$ cat src/rtl/cpu_pkg.sv
// Shared encodings for the accumulator CPU control unit: opcodes, FSM states,
// datapath mux/ALU select values and default field widths.
package cpu_pkg;

  localparam int DATA_WIDTH_DEF   = 11;
  localparam int OPCODE_WIDTH_DEF = 5;

  typedef enum logic [4:0] {
    OP_HLT  = 5'b00000,
    OP_STO  = 5'b00001,
    OP_LD   = 5'b00010,
    OP_LDI  = 5'b00011,
    OP_ADD  = 5'b00100,
    OP_ADDI = 5'b00101,
    OP_SUB  = 5'b00110,
    OP_SUBI = 5'b00111,
    OP_BEQ  = 5'b01000,
    OP_BNE  = 5'b01001,
    OP_BGT  = 5'b01010,
    OP_BGE  = 5'b01011,
    OP_BLT  = 5'b01100,
    OP_BLE  = 5'b01101,
    OP_JMP  = 5'b01110
  } opcode_t;

  typedef enum logic [1:0] {
    ST_INIT    = 2'b00,
    ST_FETCH   = 2'b01,
    ST_EXECUTE = 2'b10,
    ST_HALT    = 2'b11
  } state_t;

  localparam logic [1:0] SEL_A_ALU  = 2'b00;
  localparam logic [1:0] SEL_A_EXT  = 2'b01;
  localparam logic [1:0] SEL_A_MEM  = 2'b10;
  localparam logic [1:0] SEL_A_HOLD = 2'b11;

  localparam logic SEL_B_EXT = 1'b0;
  localparam logic SEL_B_MEM = 1'b1;

  localparam logic ALU_ADD = 1'b0;
  localparam logic ALU_SUB = 1'b1;

endpackage

$ cat src/rtl/program_counter.sv
// Program counter: load has priority over increment; increment wraps modulo 2^WIDTH.
module program_counter #(
  parameter int WIDTH = 11
) (
  input  logic             clk,
  input  logic             rst_n,
  input  logic             inc,
  input  logic             load,
  input  logic [WIDTH-1:0] load_value,
  output logic [WIDTH-1:0] pc
);

  always_ff @(posedge clk or negedge rst_n) begin
    if (!rst_n) begin
      pc <= '0;
    end else if (load) begin
      pc <= load_value;
    end else if (inc) begin
      pc <= pc + WIDTH'(1);
    end
  end

endmodule

$ cat src/rtl/control_unit.sv
// Fetch/execute sequencer for the accumulator CPU; every instruction is one
// FETCH cycle (IR load, PC+1) followed by one EXECUTE cycle (controls from IR).
//   state   | meaning
//   INIT    | one cycle after reset, clears accumulator and status flags
//   FETCH   | IR <= instruction at PC, PC <= PC+1
//   EXECUTE | decode IR opcode, drive datapath controls, resolve branches
//   HALT    | terminal, left only by reset
module control_unit
  import cpu_pkg::*;
#(
  parameter int DATA_WIDTH   = DATA_WIDTH_DEF,
  parameter int OPCODE_WIDTH = OPCODE_WIDTH_DEF
) (
  input  logic                               clock_in,
  input  logic                               reset_n_in,
  input  logic [OPCODE_WIDTH+DATA_WIDTH-1:0] instruction_in,
  input  logic                               flag_Z_in,
  input  logic                               flag_N_in,
  output logic [DATA_WIDTH-1:0]              program_memory_address_out,
  output logic [DATA_WIDTH-1:0]              operand_out,
  output logic                               op_alu_out,
  output logic [1:0]                         sel_A_out,
  output logic                               sel_B_out,
  output logic                               acc_wr_out,
  output logic                               status_wr_out,
  output logic                               acc_reset_out,
  output logic                               status_reset_out,
  output logic                               data_memory_wr_out,
  output logic                               halted_out
);

  state_t                               state;
  state_t                               next_state;
  logic [OPCODE_WIDTH+DATA_WIDTH-1:0]   ir;
  logic [OPCODE_WIDTH-1:0]              opcode;
  logic [DATA_WIDTH-1:0]                pc;
  logic                                 ir_load;
  logic                                 pc_inc;
  logic                                 pc_load;
  logic [1:0]                           sel_a;
  logic                                 sel_b;
  logic                                 op_alu;
  logic                                 acc_wr;
  logic                                 status_wr;
  logic                                 acc_reset;
  logic                                 status_reset;
  logic                                 dmem_wr;

  assign opcode = ir[DATA_WIDTH +: OPCODE_WIDTH];

  program_counter #(.WIDTH(DATA_WIDTH)) u_pc (
    .clk        (clock_in),
    .rst_n      (reset_n_in),
    .inc        (pc_inc),
    .load       (pc_load),
    .load_value (ir[DATA_WIDTH-1:0]),
    .pc         (pc)
  );

  always_ff @(posedge clock_in or negedge reset_n_in) begin
    if (!reset_n_in) begin
      state <= ST_INIT;
      ir    <= '0;
    end else begin
      state <= next_state;
      if (ir_load) begin
        ir <= instruction_in;
      end
    end
  end

  // Outputs are decoded from the registered state, so an async reset drops
  // any strobe in the same instant without waiting for a clock edge.
  always_comb begin
    next_state   = state;
    ir_load      = 1'b0;
    pc_inc       = 1'b0;
    pc_load      = 1'b0;
    sel_a        = SEL_A_HOLD;
    sel_b        = SEL_B_EXT;
    op_alu       = ALU_ADD;
    acc_wr       = 1'b0;
    status_wr    = 1'b0;
    acc_reset    = 1'b0;
    status_reset = 1'b0;
    dmem_wr      = 1'b0;
    case (state)
      ST_INIT: begin
        acc_reset    = 1'b1;
        status_reset = 1'b1;
        next_state   = ST_FETCH;
      end
      ST_FETCH: begin
        ir_load    = 1'b1;
        pc_inc     = 1'b1;
        next_state = ST_EXECUTE;
      end
      ST_EXECUTE: begin
        next_state = ST_FETCH;
        case (opcode)
          OPCODE_WIDTH'(OP_HLT):  next_state = ST_HALT;
          OPCODE_WIDTH'(OP_STO):  dmem_wr = 1'b1;
          OPCODE_WIDTH'(OP_LD): begin
            sel_a  = SEL_A_MEM;
            acc_wr = 1'b1;
          end
          OPCODE_WIDTH'(OP_LDI): begin
            sel_a  = SEL_A_EXT;
            acc_wr = 1'b1;
          end
          OPCODE_WIDTH'(OP_ADD), OPCODE_WIDTH'(OP_ADDI),
          OPCODE_WIDTH'(OP_SUB), OPCODE_WIDTH'(OP_SUBI): begin
            sel_a     = SEL_A_ALU;
            sel_b     = (opcode == OPCODE_WIDTH'(OP_ADD) || opcode == OPCODE_WIDTH'(OP_SUB))
                        ? SEL_B_MEM : SEL_B_EXT;
            op_alu    = (opcode == OPCODE_WIDTH'(OP_SUB) || opcode == OPCODE_WIDTH'(OP_SUBI))
                        ? ALU_SUB : ALU_ADD;
            acc_wr    = 1'b1;
            status_wr = 1'b1;
          end
          OPCODE_WIDTH'(OP_BEQ):  pc_load = flag_Z_in;
          OPCODE_WIDTH'(OP_BNE):  pc_load = !flag_Z_in;
          OPCODE_WIDTH'(OP_BGT):  pc_load = !flag_Z_in && !flag_N_in;
          OPCODE_WIDTH'(OP_BGE):  pc_load = !flag_N_in;
          OPCODE_WIDTH'(OP_BLT):  pc_load = flag_N_in;
          OPCODE_WIDTH'(OP_BLE):  pc_load = flag_Z_in || flag_N_in;
          OPCODE_WIDTH'(OP_JMP):  pc_load = 1'b1;
          default: ;
        endcase
      end
      ST_HALT: next_state = ST_HALT;
      default: next_state = ST_INIT;
    endcase
  end

  assign program_memory_address_out = pc;
  assign operand_out                = ir[DATA_WIDTH-1:0];
  assign op_alu_out                 = op_alu;
  assign sel_A_out                  = sel_a;
  assign sel_B_out                  = sel_b;
  assign acc_wr_out                 = acc_wr;
  assign status_wr_out              = status_wr;
  assign acc_reset_out              = acc_reset;
  assign status_reset_out           = status_reset;
  assign data_memory_wr_out         = dmem_wr;
  assign halted_out                 = (state == ST_HALT);

endmodule
$ cat config.mk
export PLATFORM = sky130hd
export DESIGN_NAME = control_unit
export DESIGN_NICKNAME = d
export VERILOG_FILES = /design/src/rtl/cpu_pkg.sv /design/src/rtl/program_counter.sv /design/src/rtl/control_unit.sv
export SDC_FILE = /design/constraint.sdc
export NUM_CORES = 1
export LEC_CHECK = 0
export CAP_MARGIN = 20
export CELL_PAD_IN_SITES_DETAIL_PLACEMENT = 1
export CELL_PAD_IN_SITES_GLOBAL_PLACEMENT = 1
export CORE_MARGIN = 2
export CORE_UTILIZATION = 31
export CTS_BUF_LIST = sky130_fd_sc_hd__clkbuf_4 sky130_fd_sc_hd__clkbuf_8
export DETAILED_ROUTE_END_ITERATION = 10
export GPL_TIMING_DRIVEN = 1
export PLACE_DENSITY_LB_ADDON = 0.1
export SLEW_MARGIN = 25
export SYNTH_ARGS = -nofsm -noshare
export SYNTH_HDL_FRONTEND = slang
export SYNTH_SLANG_ARGS = --single-unit
$ cat constraint.sdc
create_clock -name clock_in -period 1.8 [get_ports clock_in]
set_input_delay 0.36 -clock clock_in [delete_from_list [all_inputs] [get_ports clock_in]]
set_output_delay 0.36 -clock clock_in [all_outputs]
set_load 0.02 [all_outputs]
==> flow_summary_export.csv <==
group,metric,value,unit
min_path,hold_path.class,"in2async",
route,drc,0,
clock_tree,h-tree-depth,2,
route,drtAntennaViolNets,0,
route,dr.pass1.iters,4,
finish,nets,265,
critical_path,crit_type,"reg2reg",
finish,synthToLayoutAreaGrowth,53.5,%
place,placed_area,2180,µm²
grt,antenna_found_initial,0,
clock_tree,ctsRootBufferMaster,"clkbuf_8",
synth,synth_common_cells,"57 x nand2_1, 29 x dfrtp_1, 12 x buf_4",
place,place_congestion,0.832,
floorplan,io-pin-count,52,
clock_tree,cts.sinks,29,
grt,grt_max_degree,30,
power_and_ir_drop,power.leakage,1.14,nW
synth,synthesis.area,1560,µm²
timing,setup_violations,12,
synth,netlist-cell-type-count,39,
critical_path,ff2ff_path_depth,5,
floorplan,rows,25,
finish,fin_cells,312,
critical_path,cp.arrival,2.12,ns
grt,grt_pass1_wl,7650,µm
timing,fmax,508,MHz
critical_path,rr_startpoint,"ir[13]",
synth,synth_top_area_share,46.6,%
synth,synth.largest_area_cell,"dfrtp_1",
status,violations,"negative setup slack",
synth,yosysMostFrequentCell,"nand2_1",
clock_tree,clk_pin_slew,0.07,ns
route,wl_per_cell,14.8,µm
route,initialDrtViolationCount,25,
floorplan,core_area,4790,µm²
synth,async_reset_ff_share,100,%
critical_path,worst-path-max-fanout,6,
synth,netlist_instances,179,
timing,worst_hold_slack,0.483,ns
synth,synthFlopType,"dfrtp_1",
timing,setup_slack,-0.168,ns
status,outcome,"complete, but fails checks",
synth,synth.yosys.warnings,0,
finish,final_cell_area,2390,µm²
place,dpl.cell_count,296,
place,dp_hpwl,3290,µm
critical_path,reg2reg_slack,-0.17,ns
floorplan,start_util,32.5,%
timing,rsz0062_at_grt,"yes",
power_and_ir_drop,power,3.70,mW
critical_path,cp-start-kind,"register",
route,via_count,1511,
synth,synthesis.nets,200,
finish,antennaDiodeCount,0,
critical_path,end_kind,"register",
synth,synth_seq_cells,29,
critical_path,crit_required,1.96,ns
clock_tree,cts_tree,"done",
timing,timing.final.hold_violations,0,
timing,relSlewSlack,72.1,%
synth,synth.area.top_cells,"dfrtp_1 47%, nand2_1 14%, buf_4 5.8%",
grt,grt_pass1_vias,1562,
synth,synth_edf_count,0,
route,wl,4630,µm
timing,finalCritPeriodShare,109,%
timing,slew_viol_final,0,
finish,drive_gt1_share,24.9,%
place,portBuffers,51,
timing,clock_skew,0.00734,ns
place,dp_slack,-0.565,ns
power_and_ir_drop,power_density,1550,nW/µm²
route,via_per_inst,4.84,
timing,timing.final.crit_period,1.97,ns
timing,worst_pin_slew,0.415,ns
synth,yosysSeqAreaShare,46.6,%
power_and_ir_drop,peakVddDrop,0.000599,V
floorplan,die_x,74.9,µm
grt,overflow,0,
clock_tree,clockBufferDepth,2,
run,cap_viol_max_count,0,
critical_path,r2r_end,"u_pc.pc[9]",
floorplan,dieHeight,74.9,µm
grt,grt_use_total,18.2,%
clock_tree,hold_buffers,0,
clock_tree,numCtsBuffers,5,
synth,synth_area_per_cell,8.70,µm²
floorplan,die_area,5610,µm²
clock_tree,clk_latency,0.28,ns
## stage by stage
stage	setup TNS, ns	utilization [%]
after detailed placement	-5.27	45.5
after global placement	-4.67	45.5
after CTS	-1.30	48.8
final	-1.05	50.0
after floorplan	-0.0956	-
after global routing	-2.35	50.0
## routing by layer
metal  global-route usage, %  routed length (µm)
met1                    22.1                1940
met4                    4.76                  22
met3                    5.35                 211
met5                       0                   0
met2                    31.7                2450
## what timing repair did
action / 4_1_cts / 5_1_grt
pin swaps: 3 / 3
gates cloned: 0 / 0
resized for setup: 52 / 12
buffers inserted: 6 / 2
endpoints found under the setup margin: 20 / 19
## critical path: stages (launching register included)
cell      delay (ns)
dfrtp_2         0.45
mux2_4          0.31
o21a_1          0.20
a211oi_4        0.32
nor3b_1         0.10
or4_1           0.47
## state kept, by name, indices dropped and copies added, names as in the netlist
register	flops
u_pc.pc	11
state	2
ir	16
## worst max-delay path by stage
| stage | start | to | slack, ns | cells after the start |
|---|---|---|---|---|
| floorplan | ir[13] | u_pc.pc[9] | -0.1 | 6 |
| global placement | flag_Z_in | u_pc.pc[6] | -0.50 | 7 |
| detailed placement | flag_Z_in | u_pc.pc[7] | -0.57 | 7 |
| CTS | ir[13] | u_pc.pc[9] | -0.19 | 5 |
| global route | ir[13] | u_pc.pc[9] | -0.26 | 5 |
| finish | ir[13] | u_pc.pc[9] | -0.17 | 5 |
## cell type report
class	count	area, µm²
Sequential cell	29	729
Fill cell	551	2390
Multi-Input combinational cell	125	754
Clock buffer	6	76.3
Tap cell	67	83.8
Timing Repair Buffer	79	722
Clock inverter	2	10.0
Inverter	4	15.0
## cell families after synthesis
family                   Yosys count  share of synthesized area (%)
AND/OR/NAND/NOR                   94                           27.2
XOR/XNOR                           1                          0.562
adder cells (fa/ha/maj)            1                          0.803
buffers and inverters             25                           9.48
multiplexers                       1                          0.964
AO/OA/AOI/OAI                     28                           14.4
flip-flops                        29                           46.6
## power breakdown
part,leakage (nW),internal (mW),switching (mW)
logic,0.738,0.926,0.927
registers,0.355,0.949,0.373
clock network,0.0484,0.282,0.247
total,1.14,2.16,1.55
## cell usage in the layout (no fill, tap or decap), drive strengths merged, types with 2 or more instances in the layout
master	instances
dlygate4sd2	5
a31o	2
nor4	2
inv	4
and2	4
clkdlybuf4s50	35
o21ai	8
a221o	6
nor2b	3
buf	34
a211oi	2
and3	4
nor3b	2
nor2	6
nand2	57
dfrtp	29
nor3	6
clkinv	2
clkbuf	6
dlymetal6s2s	4
nand3	5
Note: power is estimated with default switching activity, not from simulation.
